**src/rtl/imm_encoder.sv**
```systemverilog
// Immediate encoder and `li` expander: turns base word + immediate into RV32I words.
// Optional range checking is enabled by defining IMMENC_RANGE_CHECK_EN.
module imm_encoder (
  input  logic        clk,
  input  logic        rst_n,
  input  logic        req_valid,
  output logic        req_ready,
  input  logic        req_li,
  input  logic [2:0]  req_immsrc,
  input  logic [31:0] req_base,
  input  logic [31:0] req_imm,
  output logic        out_valid,
  input  logic        out_ready,
  output logic [31:0] out_inst,
  output logic        out_last,
  output logic        out_err
);

  typedef enum logic [1:0] {IDLE, EMIT1, EMIT2} state_t;

  state_t      state_q, state_d;
  logic [31:0] out_inst_q, out_inst_d;
  logic        out_last_q, out_last_d;
  logic        out_err_q, out_err_d;
  logic [31:0] addi_q, addi_d;

  logic        accept;
  logic        out_hs;
  logic [31:0] enc_word;
  logic        enc_fmt_ok;
  logic        enc_range_ok;
  logic [19:0] li_hi;
  logic [11:0] li_lo;
  logic [4:0]  li_rd;
  logic [31:0] li_first;
  logic [31:0] li_second;
  logic        li_two;

  assign out_valid = (state_q != IDLE);
  assign out_hs    = out_valid & out_ready;
  assign req_ready = rst_n & ((state_q == IDLE) | (out_hs & out_last_q));
  assign accept    = req_valid & req_ready;
  assign out_inst  = out_inst_q;
  assign out_last  = out_last_q;
  assign out_err   = out_err_q;

  always_comb begin
    enc_word   = req_base;
    enc_fmt_ok = 1'b1;
    case (req_immsrc)
      3'b000: enc_word = req_base | {req_imm[11:0], 20'd0};
      3'b001: enc_word = req_base | {req_imm[11:5], 13'd0, req_imm[4:0], 7'd0};
      3'b101: enc_word = req_base | {req_imm[12], req_imm[10:5], 13'd0,
                                     req_imm[4:1], req_imm[11], 7'd0};
      3'b010: enc_word = req_base | {req_imm[31:12], 12'd0};
      3'b011: enc_word = req_base | {req_imm[20], req_imm[10:1], req_imm[11],
                                     req_imm[19:12], 12'd0};
      default: enc_fmt_ok = 1'b0;
    endcase
  end

`ifdef IMMENC_RANGE_CHECK_EN
  // Representable means the bits above the field are a pure sign extension.
  always_comb begin
    enc_range_ok = 1'b1;
    case (req_immsrc)
      3'b000, 3'b001: enc_range_ok = (&req_imm[31:11]) | ~(|req_imm[31:11]);
      3'b101: enc_range_ok = ((&req_imm[31:12]) | ~(|req_imm[31:12])) & ~req_imm[0];
      3'b011: enc_range_ok = ((&req_imm[31:20]) | ~(|req_imm[31:20])) & ~req_imm[0];
      3'b010: enc_range_ok = ~(|req_imm[11:0]);
      default: enc_range_ok = 1'b1;
    endcase
  end
`else
  assign enc_range_ok = 1'b1;
`endif

  // Rounding the upper part by imm[11] compensates for ADDI sign-extending lo.
  always_comb begin
    li_lo     = req_imm[11:0];
    li_hi     = req_imm[31:12] + {19'd0, req_imm[11]};
    li_rd     = req_base[11:7];
    li_two    = 1'b0;
    li_second = {li_lo, li_rd, 3'b000, li_rd, 7'h13};
    if (li_hi == 20'd0) begin
      li_first = {li_lo, 5'd0, 3'b000, li_rd, 7'h13};
    end else begin
      li_first = {li_hi, li_rd, 7'h37};
      li_two   = (li_lo != 12'd0);
    end
  end

  always_comb begin
    state_d    = state_q;
    out_inst_d = out_inst_q;
    out_last_d = out_last_q;
    out_err_d  = out_err_q;
    addi_d     = addi_q;
    if (accept) begin
      state_d = EMIT1;
      if (req_li) begin
        out_inst_d = li_first;
        out_last_d = ~li_two;
        out_err_d  = 1'b0;
        addi_d     = li_second;
      end else begin
        out_inst_d = enc_word;
        out_last_d = 1'b1;
        out_err_d  = ~enc_fmt_ok | ~enc_range_ok;
      end
    end else if (out_hs) begin
      if ((state_q == EMIT1) && !out_last_q) begin
        state_d    = EMIT2;
        out_inst_d = addi_q;
        out_last_d = 1'b1;
        out_err_d  = 1'b0;
      end else begin
        state_d = IDLE;
      end
    end
  end

  always_ff @(posedge clk or negedge rst_n) begin
    if (!rst_n) begin
      state_q    <= IDLE;
      out_inst_q <= 32'd0;
      out_last_q <= 1'b0;
      out_err_q  <= 1'b0;
      addi_q     <= 32'd0;
    end else begin
      state_q    <= state_d;
      out_inst_q <= out_inst_d;
      out_last_q <= out_last_d;
      out_err_q  <= out_err_d;
      addi_q     <= addi_d;
    end
  end

endmodule
```
**config.mk**
```make
export PLATFORM = sky130hd
export DESIGN_NAME = imm_encoder
export DESIGN_NICKNAME = d
export VERILOG_FILES = /design/src/rtl/imm_encoder.sv
export SDC_FILE = /design/constraint.sdc
export NUM_CORES = 1
export LEC_CHECK = 0
export ABC_CLOCK_PERIOD_IN_PS = 1900
export CELL_PAD_IN_SITES_DETAIL_PLACEMENT = 2
export CELL_PAD_IN_SITES_GLOBAL_PLACEMENT = 2
export CORE_MARGIN = 10
export CORE_UTILIZATION = 24
export DETAILED_ROUTE_END_ITERATION = 12
export PLACE_DENSITY = 0.88
export SLEW_MARGIN = 20
export SYNTH_ARGS = -nofsm -noshare
export SYNTH_HDL_FRONTEND = slang
export SYNTH_SLANG_ARGS = --single-unit
```
**constraint.sdc**
```tcl
create_clock -name clk -period 1.9 [get_ports clk]
set_clock_uncertainty 0.1 [all_clocks]
set_input_delay 0.38 -clock clk [delete_from_list [all_inputs] [get_ports clk]]
set_output_delay 0.38 -clock clk [all_outputs]
set_load 0.02 [all_outputs]
```
==> flow_metrics.env <==
export IMPL_cts_tree="yes"
export IMPL_antenna_found_initial=1
export IMPL_fin_setup_tns_ps=-4590
export IMPL_startpoint="req_imm[11]"
export IMPL_maxCapViolCount=0
export IMPL_holdWs_ps=5.48
export IMPL_failed_checks="negative setup slack"
export IMPL_hold_buffers=0
export IMPL_initial_utilization=0.247
export IMPL_synth_nets=530
export IMPL_fp_dieW_um=143
export IMPL_ioPinCount=108
export IMPL_drv_slew=0
export IMPL_drt_iter0_drc=322
export IMPL_insertion_delay_ps=300
export IMPL_async_flop_share=1.00
export IMPL_die_area_um2=20400
export IMPL_place_congestion=0.884
export IMPL_synth_fa_ha_area_frac=0.00693
export IMPL_hold_class="primary input to async pin"
export IMPL_timing_final_ws_setup_ps=-376
export IMPL_status="finished with violations"
export IMPL_vias=4760
export IMPL_avgSynthCellArea_um2=7.92
export IMPL_synthMuxAreaShare=0.0121
export IMPL_grt_pass1_wl_mm=33.6
export IMPL_clock_sinks=54
export IMPL_layout_nets=746
export IMPL_rrSetupSlack_ps=-130
export IMPL_post_route_util=0.434
export IMPL_p_leak_nw=2.70
export IMPL_rows=44
export IMPL_path_clk_slew_ps=70
export IMPL_dpl_hpwl_mm=16.0
export IMPL_synth_top_family_by_area="simple AND/OR/NAND/NOR gates"
export IMPL_synth_seq_cells=54
export IMPL_ys_flop_type="dfrtp_1"
export IMPL_die_h_um=143
export IMPL_worst_pin_slew_ps=596
export IMPL_synthDistinctLibCells=54
export IMPL_period_minus_slack_ps=2280
export IMPL_syn_area_um2=3610
export IMPL_drt_pass1_iterations=5
export IMPL_period_share=1.20
export IMPL_synth_xor_area_frac=0.0509
export IMPL_ir_worst_vdd_mv=0.375
export IMPL_ys_warn_count=0
export IMPL_final_setup_viol_count=15
export IMPL_r2r_start="out_last$_DFFE_PN0P_"
export IMPL_area_growth_pct=75.8
export IMPL_track_usage=0.213
export IMPL_power_mw=5.31
export IMPL_io_buffers=107
export IMPL_grt_start_max_net_pins=43
export IMPL_numCtsBuffers=5
export IMPL_worstPathArrival_ps=2360
export IMPL_rsz0062_at_grt="true"
export IMPL_drc=0
export IMPL_h_tree_depth=2
export IMPL_synth_compound_area_share=0.219
export IMPL_cp_start_kind="primary input"
export IMPL_wl_mm=23.3
export IMPL_crit_required_ps=1990
export IMPL_power_density_nw_per_um2=837
export IMPL_end_kind="register"
export IMPL_core_um2=14600
export IMPL_grt_pass1_vias=5498
export IMPL_yosysSeqAreaShare=0.374
export IMPL_vias_per_cell=5.54
export IMPL_slew_headroom=0.603
export IMPL_synthSimpleGateAreaFrac=0.283
export IMPL_grt_overflow=0
export IMPL_layout_drive_gt1_share=0.306
export IMPL_synth_edf_count=0
export IMPL_wl_per_cell_um=27.1
export IMPL_ant_nets=0
export IMPL_clk_path_buf_depth=2
export IMPL_hold_viol=0
export IMPL_synth_cells=456
export IMPL_fill_cells=1600
export IMPL_root_buffer="clkbuf_16"
export IMPL_path_max_fanout=5
export IMPL_fmax_mhz=439
export IMPL_path_class="primary input to register"
path summary, 6_finish.rpt:
| path | depth (start not counted) | to |
|---|---|---|
| worst max register to register | 6 | out_inst[21]$_DFFE_PN0P_ |
| worst max-delay path | 13 | out_inst[2]$_DFFE_PN0P_ |
| max in group asynchronous | 2 | addi_q[27]$_DFFE_PN0P_ |
| worst min register to register | 2 | addi_q[26]$_DFFE_PN0P_ |
| min in group clk | 4 | addi_q[31]$_DFFE_PN0P_ |
| worst min-delay path | 2 | out_inst[5]$_DFFE_PN0P_ |
final cells by class:
cell class              instances  area, um2  area share
multi-input cells             358       2410       0.380
repair buffers                246       2160       0.340
flip-flops and latches         54       1350       0.213
well taps                     184        230      0.0363
clock buffers                   7        133      0.0209
clock inverters                 1       30.0     0.00473
inverters                       7       26.3     0.00414
diodes                          2       5.00    0.000788
cell usage after synthesis (2+ instances only):
cell type,instances,share of area
nand2b_1,4,0.0069
o31ai_1,3,0.0062
a31oi_1,4,0.0069
buf_4,6,0.012
a211o_1,3,0.0073
o221ai_1,5,0.012
nor2b_1,3,0.0052
mux2_2,3,0.0094
o21ai_1,3,0.0042
or3_1,3,0.0052
nor3_1,6,0.0083
a221o_1,4,0.011
nand3b_1,3,0.0062
a21oi_1,41,0.057
nor2_1,28,0.029
ha_1,2,0.0069
and2_1,11,0.019
o31a_1,2,0.0049
and3_1,7,0.012
clkbuf_1,24,0.025
xnor2_1,15,0.036
dfrtp_1,54,0.37
a22oi_1,4,0.0083
nor4_1,7,0.012
a211oi_1,13,0.027
inv_1,7,0.0073
o211ai_1,2,0.0042
a221oi_1,3,0.0073
nand3_1,30,0.042
o311ai_0,5,0.012
nor3b_1,4,0.0083
nand4_1,9,0.016
xor2_1,6,0.015
o21ai_0,16,0.022
nand2_1,89,0.092
o2bb2ai_1,2,0.0049
a32oi_1,3,0.0073
buf_2,6,0.0083
cell families after synthesis:
logic type               count (synthesis)
AND/OR/NAND/NOR                        211
adder cells (fa/ha/maj)                  2
flip-flops                              54
XOR/XNOR                                21
AO/OA/AOI/OAI                          120
buffers and inverters                   44
multiplexers                             4
state kept, by name, summed over array words and instances, names as in the netlist:
name	count
out_last	1
out_err	1
state_q	2
out_inst	32
addi_q	18
routing by layer:
layer	part of all wire	track usage	up-vias
met5	0	0	-
met4	0.040	0.0961	0
met3	0.050	0.0308	69
met2	0.53	0.396	208
met1	0.38	0.234	2409
li1	-	-	2074
power by group:
part / internal, mW / switching [mW]
Combinational: 1.14 / 1.32
Sequential: 1.49 / 0.272
Clock: 0.626 / 0.466
worst max-delay path, stage by stage:
cell and delay, ps:
buf_8 100, ha_4 170, buf_4 140, buf_4 140, nand4_1 80, buf_6 130
buf_4 130, o31a_1 120, a31oi_1 60, a41oi_2 210, nand4_2 180, buf_6 190
a221o_1 320
what timing repair did:
action                     in CTS  in global routing
setup buffers                  15                 10
resized for setup              93                 26
setup endpoints to repair      46                 18
pin swaps                      17                 13
cell usage in the layout, fill, tap and decap left out, types with 5 or more instances in the layout:
cell type	n
a21oi_2	6
inv_1	7
nor2_1	26
dlygate4sd2_1	15
xnor2_1	14
buf_6	15
dfrtp_1	54
and3_4	5
a211oi_1	12
a21oi_1	34
clkdlybuf4s50_1	83
nand4_1	9
nand2_1	89
and2_1	11
nor4_1	5
clkbuf_16	5
nand3_1	26
xor2_1	6
o21ai_0	14
buf_4	124
metrics by stage:
stage          setup WS [ps]  cells  cell area, um2
2_1_floorplan           -214    456            3660
3_3_place_gp           -1030    824            5640
3_5_place_dp           -1200    824            5640
4_1_cts                 -368    847            6140
5_1_grt                 -471    859            6350
6_report                -376    859            6350
(Power assumes the default switching activity.)
